**config.mk**
```make
export PLATFORM = sky130hd
export DESIGN_NAME = controle_multiciclo
export DESIGN_NICKNAME = d
export VERILOG_FILES = /design/src/rtl/controle_multiciclo_pkg.sv /design/src/rtl/controle_multiciclo_decod_ula.sv /design/src/rtl/controle_multiciclo.sv
export SDC_FILE = /design/constraint.sdc
export NUM_CORES = 1
export LEC_CHECK = 0
export CAP_MARGIN = 20
export CELL_PAD_IN_SITES_DETAIL_PLACEMENT = 1
export CELL_PAD_IN_SITES_GLOBAL_PLACEMENT = 2
export CORE_ASPECT_RATIO = 1.4
export CORE_MARGIN = 2
export CORE_UTILIZATION = 32
export CTS_CLUSTER_DIAMETER = 40
export DETAILED_ROUTE_END_ITERATION = 16
export DONT_BUFFER_PORTS = 1
export GPL_ROUTABILITY_DRIVEN = 1
export PLACE_DENSITY_LB_ADDON = 0.1
export SLEW_MARGIN = 20
export SYNTH_ARGS = -nofsm -noshare
export SYNTH_HDL_FRONTEND = slang
export SYNTH_SLANG_ARGS = --single-unit
```
**constraint.sdc**
```tcl
create_clock -name clk -period 3.95 [get_ports clk]
set_input_delay 0 -clock clk [delete_from_list [all_inputs] [get_ports clk]]
set_output_delay 0 -clock clk [all_outputs]
set_load 0.005 [all_outputs]
```
**src/rtl/controle_multiciclo_pkg.sv**
```systemverilog
// Shared encodings for the multicycle control unit: FSM states, instruction fields,
// ULA operation codes and the datapath mux selects.
package controle_multiciclo_pkg;

  typedef enum logic [3:0] {
    FETCH  = 4'd0,
    DECODE = 4'd1,
    MEMADR = 4'd2,
    MEMRD  = 4'd3,
    MEMWB  = 4'd4,
    MEMWR  = 4'd5,
    EXEC   = 4'd6,
    ALUWB  = 4'd7,
    BRANCH = 4'd8,
    ADDIEX = 4'd9,
    ADDIWB = 4'd10,
    JUMP   = 4'd11
  } state_t;

  localparam logic [5:0] OP_RTYPE = 6'b000000;
  localparam logic [5:0] OP_LW    = 6'b100011;
  localparam logic [5:0] OP_SW    = 6'b101011;
  localparam logic [5:0] OP_BEQ   = 6'b000100;
  localparam logic [5:0] OP_ADDI  = 6'b001000;
  localparam logic [5:0] OP_J     = 6'b000010;

  localparam logic [5:0] FN_ADD = 6'b100000;
  localparam logic [5:0] FN_SUB = 6'b100010;
  localparam logic [5:0] FN_AND = 6'b100100;
  localparam logic [5:0] FN_OR  = 6'b100101;
  localparam logic [5:0] FN_NOR = 6'b100111;
  localparam logic [5:0] FN_SLT = 6'b101010;

  // Same codes the ULA decodes.
  localparam logic [3:0] ULA_AND = 4'b0000;
  localparam logic [3:0] ULA_OR  = 4'b0001;
  localparam logic [3:0] ULA_ADD = 4'b0010;
  localparam logic [3:0] ULA_SUB = 4'b0110;
  localparam logic [3:0] ULA_SLT = 4'b0111;
  localparam logic [3:0] ULA_NOR = 4'b1100;

  localparam logic [1:0] SRCB_REG    = 2'b00;
  localparam logic [1:0] SRCB_FOUR   = 2'b01;
  localparam logic [1:0] SRCB_IMM    = 2'b10;
  localparam logic [1:0] SRCB_IMM_SH = 2'b11;

  localparam logic [1:0] PCSRC_ULA    = 2'b00;
  localparam logic [1:0] PCSRC_ALUOUT = 2'b01;
  localparam logic [1:0] PCSRC_JUMP   = 2'b10;

endpackage

```
**src/rtl/controle_multiciclo_decod_ula.sv**
```systemverilog
// R-type funct decoder: ULA operation, unsupported-funct flag, and whether the
// operation can signal arithmetic overflow (only ADD/SUB).
module decod_ula
  import controle_multiciclo_pkg::*;
(
  input  logic [5:0] funct,
  output logic [3:0] ula_op,
  output logic       funct_ilegal,
  output logic       ovf_en
);

  always_comb begin
    ula_op       = ULA_AND;
    funct_ilegal = 1'b0;
    ovf_en       = 1'b0;
    case (funct)
      FN_ADD:  begin ula_op = ULA_ADD; ovf_en = 1'b1; end
      FN_SUB:  begin ula_op = ULA_SUB; ovf_en = 1'b1; end
      FN_AND:  ula_op = ULA_AND;
      FN_OR:   ula_op = ULA_OR;
      FN_NOR:  ula_op = ULA_NOR;
      FN_SLT:  ula_op = ULA_SLT;
      default: funct_ilegal = 1'b1;
    endcase
  end

endmodule

```
**src/rtl/controle_multiciclo.sv**
```systemverilog
// Multicycle MIPS-subset control FSM: Moore-decoded datapath controls, with the
// branch PC load qualified by Z and all write strobes/pulses held low during reset.
module controle_multiciclo
  import controle_multiciclo_pkg::*;
(
  input  logic       clk,
  input  logic       rst,
  input  logic [5:0] opcode,
  input  logic [5:0] funct,
  input  logic       Z,
  input  logic       O,
  output logic [3:0] ULAopcode,
  output logic       ULAsrcA,
  output logic [1:0] ULAsrcB,
  output logic       IorD,
  output logic       MemRead,
  output logic       MemWrite,
  output logic       IRwrite,
  output logic       RegDst,
  output logic       MemtoReg,
  output logic       RegWrite,
  output logic       PCwrite,
  output logic [1:0] PCsrc,
  output logic       ovf_exc,
  output logic       illegal
);

  state_t     state, next_state;
  logic       ovf_q;
  logic [3:0] dec_op;
  logic       funct_ilegal;
  logic       ovf_en;

  decod_ula u_decod_ula (
    .funct        (funct),
    .ula_op       (dec_op),
    .funct_ilegal (funct_ilegal),
    .ovf_en       (ovf_en)
  );

  // ovf_q only changes when leaving EXEC/ADDIEX so the writeback state sees it.
  always_ff @(posedge clk) begin
    if (rst) begin
      state <= FETCH;
      ovf_q <= 1'b0;
    end else begin
      state <= next_state;
      if (state == EXEC)
        ovf_q <= O & ovf_en;
      else if (state == ADDIEX)
        ovf_q <= O;
    end
  end

  always_comb begin
    next_state = FETCH;
    ULAopcode  = ULA_ADD;
    ULAsrcA    = 1'b0;
    ULAsrcB    = SRCB_REG;
    IorD       = 1'b0;
    MemRead    = 1'b0;
    MemWrite   = 1'b0;
    IRwrite    = 1'b0;
    RegDst     = 1'b0;
    MemtoReg   = 1'b0;
    RegWrite   = 1'b0;
    PCwrite    = 1'b0;
    PCsrc      = PCSRC_ULA;
    ovf_exc    = 1'b0;
    illegal    = 1'b0;
    case (state)
      FETCH: begin
        MemRead    = 1'b1;
        IRwrite    = 1'b1;
        ULAsrcB    = SRCB_FOUR;
        PCwrite    = 1'b1;
        next_state = DECODE;
      end
      DECODE: begin
        ULAsrcB = SRCB_IMM_SH;
        case (opcode)
          OP_RTYPE:     next_state = EXEC;
          OP_LW, OP_SW: next_state = MEMADR;
          OP_BEQ:       next_state = BRANCH;
          OP_ADDI:      next_state = ADDIEX;
          OP_J:         next_state = JUMP;
          default:      illegal    = 1'b1;
        endcase
      end
      EXEC: begin
        ULAsrcA   = 1'b1;
        ULAopcode = dec_op;
        if (funct_ilegal) illegal = 1'b1;
        else              next_state = ALUWB;
      end
      ALUWB: begin
        RegDst   = 1'b1;
        RegWrite = ~ovf_q;
        ovf_exc  = ovf_q;
      end
      MEMADR: begin
        ULAsrcA = 1'b1;
        ULAsrcB = SRCB_IMM;
        if (opcode == OP_LW)      next_state = MEMRD;
        else if (opcode == OP_SW) next_state = MEMWR;
      end
      MEMRD: begin
        MemRead    = 1'b1;
        IorD       = 1'b1;
        next_state = MEMWB;
      end
      MEMWB: begin
        MemtoReg = 1'b1;
        RegWrite = 1'b1;
      end
      MEMWR: begin
        MemWrite = 1'b1;
        IorD     = 1'b1;
      end
      BRANCH: begin
        ULAsrcA   = 1'b1;
        ULAopcode = ULA_SUB;
        PCsrc     = PCSRC_ALUOUT;
        PCwrite   = Z;
      end
      ADDIEX: begin
        ULAsrcA    = 1'b1;
        ULAsrcB    = SRCB_IMM;
        next_state = ADDIWB;
      end
      ADDIWB: begin
        RegWrite = ~ovf_q;
        ovf_exc  = ovf_q;
      end
      JUMP: begin
        PCsrc   = PCSRC_JUMP;
        PCwrite = 1'b1;
      end
      default: next_state = FETCH;
    endcase
    if (rst) begin
      PCwrite  = 1'b0;
      IRwrite  = 1'b0;
      MemWrite = 1'b0;
      RegWrite = 1'b0;
      ovf_exc  = 1'b0;
      illegal  = 1'b0;
    end
  end

endmodule

```
---- Yosys cells after proc, flatten, opt, wreduce, memory -nomap -nowiden ----
Index checks and enable logic that the tools add are counted.
operators by class
  add/sub/neg operators ................... 0
  bitwise gates (word level) .............. 2
  reductions and logical operators ........ 13
  shifts and indexed selects .............. 0
  magnitude comparators ................... 0
  multiply operators ...................... 0
  div/mod/pow operators ................... 0
  multiplexer cells ....................... 31
  equality and inequality tests ........... 22
operators with widths
  kind                number
  $eq 6x6->1 const B  8
  $pmux 4 s5          2
  $pmux 4 s6          1
  $mux 1              19
  $eq 4x3->1 const B  4
  $eq 4x4->1 const B  4
  $reduce_or 2->1     7
  $reduce_or 6->1     2
  $mux 3              3
  $eq 4x2->1 const B  2
  $pmux 4 s2          1
  $eq 6x2->1 const B  1
  $eq 6x3->1 const B  1
  $eq 6x4->1 const B  1
  $logic_not 6->1     1
  $pmux 1 s2          3
  $pmux 2 s3          1
  $eq 4x1->1 const B  1
  $logic_not 4->1     1
  $pmux 2 s2          1
  $reduce_or 4->1     1
  $reduce_bool 2->1   1
  $and 1x1->1         1
  $not 1->1           1
storage, ports and cells
  bits in latches ......................... 0
  word-level logic and storage cells ...... 70
  memories kept ........................... 0
  memory bits (read-only) ................. 0
  output and inout bits ................... 19
  bits of input ports ..................... 16
  RAM bits ................................ 0
  flip-flop bits (word level) ............. 5

---- Longest topological paths before layout ----
  depth after elaboration ................. 5
  gate-level depth with buffers ........... 6
  mapped depth without buffers ............ 4

---- Modules after synthesis ----
A second synthesis with hierarchy kept.
second synthesis, totals
  cell total of the unflattened synthesis .. 108
  area total of the unflattened synthesis .. 745.7 µm²
by module, submodules not included
  module               cells an instance  sequential area each (µm²)  area each (µm²)  times used
  controle_multiciclo  92                 100.1                       630.6            1
  decod_ula            16                 0.0                         115.1            1

---- Worst setup path before layout ----
Ideal clock, no wire load.
  path kind ............................... flip-flop to flip-flop
  start ................................... register state[1]
  end ..................................... register state[1]
  cell stages (with the launch flop) ...... 6
  buffers on the path ..................... 1
  library setup time ...................... 0.074 ns
  data arrival time ....................... 1.251 ns
  slack ................................... 2.625 ns
  clock period less this slack ............ 1.325 ns
  data required time ...................... 3.876 ns
  path through ............................ dfxtp_1 > buf_4 > or3b_4 > nor4_2 > o21bai_1 > a31oi_1
on the way
  longest elaborated chain between the ends .. 2
  elaborated cells on any way between the ends .. 7
  classes of those cells .................. eq/ne: 5; mux: 1; reduce/logical: 1
RTL lines
  what                                line                       source
  start, declared                     controle_multiciclo.sv:28  state_t state, next_state;
  start signal, assigned              controle_multiciclo.sv:47  state <= next_state;
  $eq 4x4->1 (tied with other cells)  controle_multiciclo.sv:71  case (state)
  $pmux 4 s6 *                        controle_multiciclo.sv:71
Every way passes the cells marked *; elsewhere a longest branch is shown, timed or not.
A chain may end at the register's enable or synchronous reset.

---- Worst setup path in the final report ----
  start ................................... register state[2]
  end ..................................... output port ULAopcode[3]
on the way
  longest elaborated chain between the ends .. 2
  elaborated cells on any way between the ends .. 3
  classes of those cells .................. eq/ne: 2; mux: 1
RTL lines
  what                                      line                       source
  $eq 4x4->1 or $eq 4x3->1 (tied branches)  controle_multiciclo.sv:71
  $pmux 4 s2 *                              controle_multiciclo.sv:71
  end, declared                             controle_multiciclo.sv:12  output logic [3:0] ULAopcode,
Marked as above.

==> parameters.txt <==
Parameter                              Value

Timing
  RSZ-0062 raised after global routing    false
  Fin. max-slew vios    0
  Slew of the pin with the lowest slew margin    0.559 ns
  Highest clock frequency the design can meet    0.555 GHz
  Number of endpoints failing setup at the final stage    0
  Fin crit share    roughly 46%
  Clk_skew    0.0108 ns
  Worst-case headroom to the max-slew limit    between 60% and 70%
  Setup TNS    0 ns
  Min cycle time layout    1.80 ns
  Final hold vios    0

Setup path
  Startpoint of the worst-slack reg-to-reg timing path    state[1]$_SDFF_PP0_
  Cells along the critical path    nand2b_1 > nor3_1 > nand2_1 > nor2_1
  Data required time of the worst path    approximately 4 ns
  Maximum single-stage delay on the critical path    roughly 0.63 ns
  Type of destination of the critical path    primary output
  Critical path startpoint category    flip-flop
  Slowest stage cell, crit path    sky130_fd_sc_hd__dfxtp_1
  WP buf/inv    0
  Slack of the worst reg-to-reg path    2.24 ns
  Number of logic stages on the critical path including buffering    4
  Critical path data arrival time    around 1.8 ns
  Largest fanout on the critical path    15
  Worst setup path category    reg2out
  Dominant delay contributor by cell family on the critical path    simple AND/OR/NAND/NOR gates
  Number of cells traversed by the worst register-to-register path    4
  Critical path capture point    ULAopcode[3]
  Critical path startpoint    state[2]$_SDFF_PP0_
  End of the worst register-to-register path    state[1]$_SDFF_PP0_

Layout
  Antenna cells    0
  Fraction of layout cells with a size suffix above 1    about 11%
  Layout fillers    273
  Fin util    between 30% and 40%
  NumNets Final    between 100 and 150
  Synthesis-to-finish area growth    6.63%
  Post-layout instance area    a little over 700 sq um

Synthesis
  Post-Syn Nets    116
  Total of warnings raised by yosys    0
  Mean area per synthesized cell    about 6.8 sq um
  Cells taking the most area after synthesis    sky130_fd_sc_hd__dfxtp_1 (15%), sky130_fd_sc_hd__nor3_1 (8.1%), sky130_fd_sc_hd__nand2b_1 (6.4%), sky130_fd_sc_hd__nor2_1 (5.5%), sky130_fd_sc_hd__a21oi_1 (4.4%)
  Gate count of the mapped netlist    100
  Share of flip-flops with an asynchronous set or reset    0%
  Area share of the largest cell type after synthesis    14.7%
  Most frequently used flop master after synthesis    sky130_fd_sc_hd__dfxtp_1
  Sequential share of the synthesized area    roughly 15%
  Synthesized flop and latch total    5
  Unique masters post-synth    42
  Mapped Area    679 sq um
  Number of flops mapped to enable cells by yosys    0
  Post-synth top area cell    sky130_fd_sc_hd__dfxtp_1

Placed design
  Number of buffers added on ports    0
  Routability cong.    around 0.80
  Total half-perimeter wirelength after legalization and detailed placement    ~1.6 mm
  Cell area after placement    between 600 and 700 sq um

Floorplan
  Full die area    2510 sq um
  Initial cell density of the core    between 30% and 40%
  Core Rows    19
  Chip width    approximately 43 um
  Chip Height    58.5 um
  Area of the placeable core    2000 sq um
  Number of top-level pins    35

Clock network
  Maximum level of the CTS H-tree    1
  Clock-pin slew reported for the worst setup and hold paths after clock tree synthesis    roughly 0.05 ns
  Clock root buffer    sky130_fd_sc_hd__clkbuf_4
  Num CTS Buffers    3
  Number of buffers on the longest clock path    2
  Clock tree from TritonCTS    yes
  Number of buffers inserted by post-CTS setup repair    0
  Post-CTS Hold Fix Bufs    3
  Sinks on Clock Net    5
  Post-CTS sizing    0
  Clock latency at the later pin of the worst-skew pair    0.25 ns

Power
  Ratio of total power to cell area    211 nW/um^2
  Static leakage    around 0.21 nW
  Overall power after layout    ~0.15 mW
  Largest voltage drop on the vdd net    between 0.09 and 0.1 mV

Detailed routing
  Number of optimization iterations in the first detailed-route pass    2
  Mean number of vias per cell    around 6.2
  Vias    roughly 750
  Routed wire per std cell    about 17 um
  First-iteration detailed-routing DRC count    5
  DRT Wirelength    about 2.1 mm
  Antenna Nets Post-Route    0
  Post-route DRC violation count    0

Global routing
  Global-route wire length before repair    3.54 mm
  GRT Residual Overflow    0
  Number of global-route vias before repair    793
  Number of antenna violations at the first check in global routing    0
  Global routing usage summed across all routing layers    a little under a fifth
  Largest net degree at the start of global routing    19

Outcome
  Outcome    completed

Flow run
  Max cap viols    0

Worst hold path
  Startpoint of the worst hold path    opcode[3]
  Worst min-delay path class    in2reg
through the flow:
step / worst slack [ns] / std cells / hold slack (ns)
global route: 1.96 / 121 / 0.0277
detailed placement: 2.23 / 114 / 0.0357
finish: 2.15 / 121 / 0.00541
CTS: 2.10 / 121 / 0.00347
floorplan: 2.62 / 100 / 0.0663
global placement: 2.22 / 114 / 0.0359
placed cells by master, fill, tap and decap left out, types with 5 or more instances in the layout:
master                      n
sky130_fd_sc_hd__dfxtp_1    5
sky130_fd_sc_hd__nor3_1    11
sky130_fd_sc_hd__nor2_1    10
sky130_fd_sc_hd__o21ai_0    6
sky130_fd_sc_hd__nand2b_1   7
sky130_fd_sc_hd__nand2_1    5
sky130_fd_sc_hd__a21oi_1    6
logic make-up (layout without fill, tap and decap cells):
| logic type | Yosys count | count (layout) | share of synthesized area, % |
|---|---|---|---|
| muxes | 1 | 1 | 1.66 |
| DFF | 5 | 5 | 14.7 |
| xor gates and xnor gates | 2 | 2 | 2.58 |
| AOI/OAI and AO/OA | 30 | 30 | 30.4 |
| and+or+nand+nor | 53 | 53 | 44.0 |
| buffers and inverters | 9 | 9 | 6.63 |
cell type report:
| type | instances | area [sq um] | share of cell area (%) |
|---|---|---|---|
| flip-flops and latches | 5 | 100 | 13.8 |
| clock buffers | 4 | 26.3 | 3.63 |
| well taps | 21 | 26.3 | 3.63 |
| multi-input cells | 86 | 534 | 73.7 |
| inverters | 2 | 7.51 | 1.04 |
| repair buffers | 3 | 30.0 | 4.15 |
tightest hold or removal path: stages:
cell and delay [ns]:
sky130_fd_sc_hd__o31ai_1 0.04, sky130_fd_sc_hd__nand3_1 0.08, sky130_fd_sc_hd__a31oi_1 0.07
worst min-delay path by stage:
stage                     endpoint  slack [ns]  cells past startpoint
4_1_cts        state[1]$_SDFF_PP0_       0.003                      3
5_1_grt        state[1]$_SDFF_PP0_        0.03                      3
3_5_place_dp               illegal        0.04                      1
6_report       state[1]$_SDFF_PP0_       0.005                      3
2_1_floorplan         ULAopcode[1]        0.07                      1
3_3_place_gp               illegal        0.04                      1
layer usage:
layer / part of all wire, % / GRT usage, % / routed length, um
met1: 41 / 21.1 / 853
met2: 53 / 32.5 / 1110
met3: 5.2 / 2.45 / 110
met4: 1.1 / 9.09 / 23
met5: 0 / 0 / 0
state kept, by name (all words and copies together) (netlist names):
name   flops
ovf_q      1
state      4
power breakdown:
part	switching (mW)	internal [mW]	total [mW]
Clock	0.0220	0.0382	0.0602
Combinational	0.0171	0.0169	0.0340
Sequential	0.00549	0.0531	0.0585
Total	0.0446	0.108	0.153
synth_stat cells, types with 3 or more instances:
master,count
sky130_fd_sc_hd__nand3_1,3
sky130_fd_sc_hd__o21ai_0,6
sky130_fd_sc_hd__nand2_1,5
sky130_fd_sc_hd__a21oi_1,6
sky130_fd_sc_hd__or2_2,3
sky130_fd_sc_hd__nor3_1,11
sky130_fd_sc_hd__nor2_1,10
sky130_fd_sc_hd__nand2b_1,7
sky130_fd_sc_hd__clkbuf_1,3
sky130_fd_sc_hd__dfxtp_1,5
No activity file was read; power rests on OpenSTA's default activity.
